<file path="src/rtl/uart_mmio.sv">
// uart_mmio: memory-mapped 8N1 UART (TXDATA/STATUS/RXDATA); the RX path is built only with `UART_RX_EN.
// Reads are combinational; TX starts on the accepting store edge; TXDATA stores while busy are dropped.
module uart_mmio #(
  parameter int CLKS_PER_BIT = 434
) (
  input  logic        clk,
  input  logic        reset,
  input  logic        in_write_en,
  input  logic [31:0] in_address,
  input  logic [31:0] in_data,
  output logic [31:0] out_read_data,
  output logic        tx,
  input  logic        rx
);
  localparam int CW = $clog2(CLKS_PER_BIT);
  localparam logic [CW-1:0] BIT_LAST = CW'(CLKS_PER_BIT - 1);

  typedef enum logic [1:0] {S_IDLE, S_START, S_DATA, S_STOP} state_t;

  logic [1:0] reg_sel;
  logic       wr_txdata, wr_status, tx_busy;
  logic       unused_bits;
  assign reg_sel     = in_address[3:2];
  assign wr_txdata   = in_write_en && (reg_sel == 2'd0);
  assign wr_status   = in_write_en && (reg_sel == 2'd1);
  assign unused_bits = ^{in_address[31:4], in_address[1:0], in_data[31:8]};

  state_t          tx_state_q, tx_state_d;
  logic [CW-1:0]   tx_cnt_q, tx_cnt_d;
  logic [2:0]      tx_bit_q, tx_bit_d;
  logic [7:0]      tx_shift_q, tx_shift_d;
  logic [7:0]      txdata_q, txdata_d;
  logic            tx_q, tx_d;

  // Busy check uses the registered state, so a store in the stop bit's last cycle is dropped.
  always_comb begin
    tx_state_d = tx_state_q;
    tx_cnt_d   = tx_cnt_q;
    tx_bit_d   = tx_bit_q;
    tx_shift_d = tx_shift_q;
    txdata_d   = txdata_q;
    tx_d       = tx_q;
    if (tx_state_q == S_IDLE) begin
      if (wr_txdata) begin
        txdata_d   = in_data[7:0];
        tx_shift_d = in_data[7:0];
        tx_cnt_d   = '0;
        tx_state_d = S_START;
        tx_d       = 1'b0;
      end
    end else if (tx_cnt_q != BIT_LAST) begin
      tx_cnt_d = tx_cnt_q + CW'(1);
    end else begin
      tx_cnt_d = '0;
      case (tx_state_q)
        S_START: begin
          tx_state_d = S_DATA;
          tx_bit_d   = '0;
          tx_d       = tx_shift_q[0];
        end
        S_DATA: begin
          if (tx_bit_q == 3'd7) begin
            tx_state_d = S_STOP;
            tx_d       = 1'b1;
          end else begin
            tx_bit_d   = tx_bit_q + 3'd1;
            tx_shift_d = {1'b0, tx_shift_q[7:1]};
            tx_d       = tx_shift_q[1];
          end
        end
        default: begin
          tx_state_d = S_IDLE;
          tx_d       = 1'b1;
        end
      endcase
    end
  end

  always_ff @(posedge clk or posedge reset) begin
    if (reset) begin
      tx_state_q <= S_IDLE;
      tx_cnt_q   <= '0;
      tx_bit_q   <= '0;
      tx_shift_q <= '0;
      txdata_q   <= '0;
      tx_q       <= 1'b1;
    end else begin
      tx_state_q <= tx_state_d;
      tx_cnt_q   <= tx_cnt_d;
      tx_bit_q   <= tx_bit_d;
      tx_shift_q <= tx_shift_d;
      txdata_q   <= txdata_d;
      tx_q       <= tx_d;
    end
  end

  assign tx      = tx_q;
  assign tx_busy = (tx_state_q != S_IDLE);

  logic       rx_valid, overrun;
  logic [7:0] rx_byte;

`ifdef UART_RX_EN
  localparam logic [CW-1:0] HALF_LAST = CW'(CLKS_PER_BIT / 2 - 1);

  state_t        rx_state_q, rx_state_d;
  logic [CW-1:0] rx_cnt_q, rx_cnt_d;
  logic [2:0]    rx_bit_q, rx_bit_d;
  logic [7:0]    rx_shift_q, rx_shift_d;
  logic [7:0]    rx_byte_q, rx_byte_d;
  logic          rx_valid_q, rx_valid_d, overrun_q, overrun_d;
  logic          rx_meta_q, rx_sync_q, rx_done;

  // Start is re-checked at half a bit; later samples land mid-bit every CLKS_PER_BIT cycles.
  always_comb begin
    rx_state_d = rx_state_q;
    rx_cnt_d   = rx_cnt_q;
    rx_bit_d   = rx_bit_q;
    rx_shift_d = rx_shift_q;
    rx_byte_d  = rx_byte_q;
    rx_valid_d = rx_valid_q;
    overrun_d  = overrun_q;
    rx_done    = 1'b0;
    case (rx_state_q)
      S_IDLE: begin
        if (!rx_sync_q) begin
          rx_state_d = S_START;
          rx_cnt_d   = '0;
        end
      end
      S_START: begin
        if (rx_cnt_q != HALF_LAST) begin
          rx_cnt_d = rx_cnt_q + CW'(1);
        end else begin
          rx_cnt_d   = '0;
          rx_bit_d   = '0;
          rx_state_d = rx_sync_q ? S_IDLE : S_DATA;
        end
      end
      S_DATA: begin
        if (rx_cnt_q != BIT_LAST) begin
          rx_cnt_d = rx_cnt_q + CW'(1);
        end else begin
          rx_cnt_d   = '0;
          rx_shift_d = {rx_sync_q, rx_shift_q[7:1]};
          if (rx_bit_q == 3'd7) rx_state_d = S_STOP;
          else                  rx_bit_d   = rx_bit_q + 3'd1;
        end
      end
      default: begin
        if (rx_cnt_q != BIT_LAST) begin
          rx_cnt_d = rx_cnt_q + CW'(1);
        end else begin
          rx_cnt_d   = '0;
          rx_state_d = S_IDLE;
          rx_done    = rx_sync_q;
        end
      end
    endcase
    if (wr_status && in_data[0]) rx_valid_d = 1'b0;
    if (wr_status && in_data[1]) overrun_d  = 1'b0;
    if (rx_done) begin
      rx_byte_d  = rx_shift_q;
      rx_valid_d = 1'b1;
      if (rx_valid_q) overrun_d = 1'b1;
    end
  end

  always_ff @(posedge clk or posedge reset) begin
    if (reset) begin
      rx_meta_q  <= 1'b1;
      rx_sync_q  <= 1'b1;
      rx_state_q <= S_IDLE;
      rx_cnt_q   <= '0;
      rx_bit_q   <= '0;
      rx_shift_q <= '0;
      rx_byte_q  <= '0;
      rx_valid_q <= 1'b0;
      overrun_q  <= 1'b0;
    end else begin
      rx_meta_q  <= rx;
      rx_sync_q  <= rx_meta_q;
      rx_state_q <= rx_state_d;
      rx_cnt_q   <= rx_cnt_d;
      rx_bit_q   <= rx_bit_d;
      rx_shift_q <= rx_shift_d;
      rx_byte_q  <= rx_byte_d;
      rx_valid_q <= rx_valid_d;
      overrun_q  <= overrun_d;
    end
  end

  assign rx_valid = rx_valid_q;
  assign overrun  = overrun_q;
  assign rx_byte  = rx_byte_q;
`else
  logic unused_rx;
  assign unused_rx = rx;
  assign rx_valid  = 1'b0;
  assign overrun   = 1'b0;
  assign rx_byte   = 8'h00;
`endif

  always_comb begin
    out_read_data = 32'h0;
    case (reg_sel)
      2'd0:    out_read_data = {24'h0, txdata_q};
      2'd1:    out_read_data = {29'h0, overrun, rx_valid, tx_busy};
      2'd2:    out_read_data = {24'h0, rx_byte};
      default: out_read_data = 32'h0;
    endcase
  end
endmodule

</file>
<file path="config.mk">
export PLATFORM = sky130hd
export DESIGN_NAME = uart_mmio
export DESIGN_NICKNAME = d
export VERILOG_FILES = /design/src/rtl/uart_mmio.sv
export SDC_FILE = /design/constraint.sdc
export NUM_CORES = 1
export LEC_CHECK = 0
export CAP_MARGIN = 15
export CORE_ASPECT_RATIO = 1.75
export CORE_MARGIN = 3
export CORE_UTILIZATION = 36
export CTS_BUF_LIST = sky130_fd_sc_hd__clkbuf_4 sky130_fd_sc_hd__clkbuf_8
export DETAILED_ROUTE_END_ITERATION = 8
export PLACE_DENSITY = 0.86
export SLEW_MARGIN = 10
export SYNTH_ARGS = -nofsm -noshare
export SYNTH_HDL_FRONTEND = slang
export SYNTH_SLANG_ARGS = --single-unit
</file>
<file path="constraint.sdc">
create_clock -name clk -period 1.7 [get_ports clk]
set_input_delay 0.17 -clock clk [delete_from_list [all_inputs] [get_ports clk]]
set_output_delay 0.17 -clock clk [all_outputs]
set_load 0.02 [all_outputs]
</file>
=== After elaboration in Yosys (flattened, before gate mapping) ===
Index checks and enable logic that the tools add are counted.

* Bitwise operators: 2
* Multiplexer cells: 21
* Reductions and logical operators: 11
* Equal/unequal tests: 10
* Add/sub/neg operators: 2

{| class="wikitable"
|+ Operators by type and width
! operator !! count
|-
| 8-bit two-way mux || 5
|-
| 9-bit two-way mux || 3
|-
| 8-bit case mux with 2 select lines || 1
|-
| 9-bit by 1-bit adder with 9-bit output, second input constant || 1
|-
| 9-bit != test, second input constant || 1
|-
| 2-bit two-way mux || 4
|-
| 2-bit != test, second input constant || 4
|-
| 4-bit AND reduction || 2
|-
| 3-bit case mux with 2 select lines || 1
|-
| 2-bit nonzero test || 3
|-
| 2-bit by 1-bit == test with 1-bit output, second input constant || 2
|-
| 2-bit zero test || 2
|-
| 1-bit two-way mux || 4
|-
| 2-bit case mux with 2 select lines || 1
|-
| 2-bit AND reduction || 2
|-
| 3-bit by 1-bit adder with 3-bit output, second input constant || 1
|-
| 3-bit == test, second input constant || 1
|-
| 3-bit two-way mux || 1
|-
| 3-bit != test, second input constant || 1
|-
| 3-bit AND reduction || 1
|-
| 2-bit == test, second input constant || 1
|-
| 1-bit NOT || 2
|-
| 1-bit case mux with 2 select lines || 1
|-
| 1-bit logical AND || 1
|}

* Register bits after elaboration: 31
* Input port bits: 68
* Word-level logic and storage cells: 52

=== Logic depth before layout (Yosys ltp) ===
* Depth in word-level cells: 5
* Mapped depth: 7

=== Worst setup path before layout ===
OpenSTA, ideal clock, no wires.

* Kind: register to register
* Start: reg tx_bit_q[0]
* End: reg tx_shift_q[7]
* Path buffers: 0
* Cell stages (with the launch flop): 7
* Period minus slack after synthesis: 1,762 ps
* Arrival: 1,641 ps
* Setup slack: -62 ps
* Required time: 1,579 ps
* Cells stage by stage: dfrtp_1 ha_1 ha_1 nand2b_1 nor4_4 nor2_4 a22o_1

* Longest elaborated chain between the ends: 3

{| class="wikitable"
|+ Ends and longest elaborated chain
! what !! RTL line !! text
|-
| start: declaration || 30 || <nowiki>logic [2:0] tx_bit_q, tx_bit_d;</nowiki>
|-
| start signal: assignment || 90 || <nowiki>tx_bit_q <= tx_bit_d;</nowiki>
|-
| 3-bit == test || 62 || <nowiki>if (tx_bit_q == 3'd7) begin</nowiki>
|-
| 2-bit != test (no source line) || -- ||
|-
| 4-bit AND reduction (no source line) || -- ||
|-
| end signal: assignment || 91 || <nowiki>tx_shift_q <= tx_shift_d;</nowiki>
|-
| end: declaration || 31 || <nowiki>logic [7:0] tx_shift_q, tx_shift_d;</nowiki>
|}

Every way passes these cells.
A chain may end at the register's enable or synchronous reset.

=== Worst setup path after layout ===
* Start: reg tx_bit_q[1]
* End: reg tx_shift_q[7]

Same word-level chain as after synthesis.

==> impl_results.md <==
* First-pass GRT wire length at ~6400 µm
* Syn. warnings at 0
* CP Launch Type: flop
* Lkg Pwr at ~1.2 nW
* Compound-Gate Fraction of Synth Area at 16.90%
* Width of the die at about 60 µm
* Crit path max fanout at 8
* Max-Cap Viols at 0
* Largest cells by area after synthesis: dfrtp_1 (41%), buf_4 (11%), mux2_2 (4.9%)
* DRT Wirelength at just under 4000 µm
* Mux cell area share after synthesis at under 10%
* Slowest cell on crit path: dfrtp_1
* Worst r2r path cells at 7
* Vias in the first global route at around 1,500
* Starting density of the core at a little under two fifths
* FP Rows at 33
* Top-Level Pins at approximately 100
* Unrepaired setup endpoints after global routing: true
* Worst EP required at approximately 1900 ps
* NetSw at roughly 1 mW
* Synth Area per Inst at between 10 and 15 µm²
* Synth area leader: dfrtp_1
* DRC Markers at 0
* FF+latch count, synth at 31
* Critical Path Stages at 7
* DP Wirelength at about 2900 µm
* DIE HEIGHT at a little over 100 µm
* Crit Reg-Reg Endpoint: tx_shift_q[7]
* Family with the most delay on the worst path: simple AND/OR/NAND/NOR gates
* # nets final at 306
* Initial DRC Count at 23
* CTS buffer count at 5
* Final ANT Viol Nets at 0
* HP Class: primary input to asynchronous set/reset pin
* Maximum clock rate at roughly 600 MHz
* Pwr Total at about 3 mW
* Critical Path Sink Type: flop
* Clk_lat worst skew at approximately 290 ps
* DR WL/cell at 13.55 µm
* Netlist cell types at 41
* Synth Area in Adders at around 4.8%
* Post-synth top cells: dfrtp_1 (30), buf_4 (26), a21o_1 (11), nor2_1 (9)
* Post-CTS Hold Fix Bufs at 0
* Final worst path period share at 98.28%
* RR Startpoint: tx_bit_q[1]
* Setup_tns at 0 ps
* Critical path origin: tx_bit_q[1]
* Clock buffer depth at 2
* Htree depth at 2
* P&R area growth vs syn at 30.07%
* Post-synthesis simple-gate area fraction at ~17%
* PD cells at about 1300 mW/mm²
* Reg power frac at a little under 40%
* Yosys top cell area share at roughly two fifths
* Clock power frac at a little over a fifth
* Worst path arrival time at around 1900 ps
* CTS sink cnt at 31
* Buffers and inverters on the worst path at 1
* TritonCTS clock tree: yes
* Final Critical Period at roughly 1700 ps
* Synth async-reset ratio at 100.0%
* Total Routing Usage GR at roughly 14%
* Core area at ~0.0048 mm²
* Clock Pin Slew Worst Setup and Hold Paths at ~70 ps
* Ys flop type: dfrtp_1
* Input/output buffers at 21
* Register Area at about 780 µm²
* CTS Root Cell: clkbuf_8
* ANT cells at 0
* GP Congestion at between 0.8 and 0.9
* Final cell count without fillers at about 280
* Final number of max-transition violations at 0
* Sequential area share after synthesis at between 40% and 50%
* Switch share at about a third
* Pin count of the biggest net entering global routing at 32
* Post-DR vias/cell at slightly above 5
* Dpl cells at between 200 and 300
* Cell area after synthesis at ~0.0018 mm²
* Final Hold Fails at 0
* Worst R2R Setup Slack at roughly 29 ps
* Count leader, synth: dfrtp_1
* Status: completed
* Post-synthesis xor/xnor area fraction at less than 1%
* Die area at slightly above 0.006 mm²
* Worst setup path end: tx_shift_q[7]
* Crit Path Class: flop to flop
* Share of post-route cells with drive strength above 1 at 31.47%
* Fill cells at about 420
* Synth Instances at approximately 180
* DR pass1 iterations at 4
* Worst Skew at a little under 7 ps
* Initial antenna violation count at 0
* Area of the multi-input gates at ~980 µm²
* Gate power share at between 30% and 40%
* Final Setup Violations at 0
* Total grt overflow at 0
* Detailed-route via count at approximately 1,500
* IR drop worst, VDD at ~0.77 mV
* Number of synthesized flops with an enable pin at 0
* Critical-path cell list: ha_2 > ha_4 > nand2b_4 > nor4_4 > buf_6 > nor2_4 > a22o_1
* Worst path max stage delay at ~380 ps
* Internal power at 1.991 mW
* Main combinational cell family by area after synthesis: simple AND/OR/NAND/NOR gates
-- power groups by stage --
stage / logic (mW) / registers (mW) / clock network, mW
CTS: 1.16 / 1.15 / 0.679
global placement: 1.11 / 1.15 / 0
detailed placement: 1.16 / 1.16 / 0
floorplan: 0.739 / 1.14 / 0
finish: 1.19 / 1.16 / 0.662
global route: 1.31 / 1.19 / 0.709
-- state kept, by name, summed over array words and instances (netlist names) --
name,count
tx_cnt_q,9
tx_shift_q,8
txdata_q,8
tx_bit_q,3
tx_state_q,2
tx,1
-- cell families (layout without fill, tap and decap cells) --
logic type,count (synthesis),after routing
simple gates,50,50
compound gates,42,42
buf+inv,36,68
flops,31,31
mux,9,9
fa+ha+maj,7,7
other cells,1,24
xor+xnor,1,1
-- metal layers --
metal / up-vias / global-route usage [%] / routed length (µm)
met4: 0 / 11.09 / 160
met5: - / 0 / 0
li1: 696 / - / -
met1: 693 / 14.30 / 1417
met2: 57 / 24.08 / 2087
met3: 11 / 1.923 / 181
-- cell type report --
type,count,share of cell area (%)
inverters,7,1.096
well taps,52,2.714
repair buffers,53,18.37
flip-flops and latches,31,32.41
clock buffers,8,4.332
multi-input cells,133,41.08
-- placed cells by master (no fill, tap or decap), types with 3 or more instances in the layout --
master and count:
nand3_1 8, buf_4 31, o31ai_1 3, inv_1 6, dfrtp_1 30, a22o_1 3
clkbuf_8 7, o21ai_0 8, ha_1 4, nand2_1 7, mux2_2 8, nand4_1 4
conb_1 24, nor2_1 9, a21o_1 10, dlygate4sd2_1 7, and2_1 8, a22o_2 7
clkdlybuf4s50_1 13
-- timing repair --
action	in CTS	in global routing
buffers inserted	0	2
hold endpoints to repair	0	0
resized for setup	14	8
endpoints found under the setup margin	18	16
cloned	0	0
pin swaps	0	7
-- metrics by stage --
stage / setup slack [ps] / instance area, µm² / hold slack, ps / utilization (%)
final: 29.21 / 2397 / 253.8 / 49.62
after detailed placement: -95.94 / 2245 / 466.5 / 46.46
after global placement: -87.70 / 2245 / 458.3 / 46.46
after floorplan: -18.06 / 1953 / 272.8 / -
after global routing: -77.39 / 2397 / 295.3 / 49.62
after CTS: 4.832 / 2365 / 260.9 / 48.95
-- worst register-to-register path, delay by kind of cell (launching register included) --
family	cells	cell delay, ps
adders and majority gates	2	360
DFF	1	380
AOI/OAI and AO/OA	1	180
and+or+nand+nor	3	480
buffers and inverters	1	180
-- how the worst min path moves through the flow --
stage	from	to	slack (ps)	depth (start not counted)
after global routing	reset	tx_cnt_q[8]	300	3
after detailed placement	tx_shift_q[0]	tx_shift_q[0]	470	1
final	reset	tx_cnt_q[8]	250	3
after global placement	tx_shift_q[3]	tx_shift_q[3]	460	1
after CTS	reset	tx_cnt_q[8]	260	3
after floorplan	reset	tx_bit_q[0]	270	1
Power figures use the tool's default switching activity.
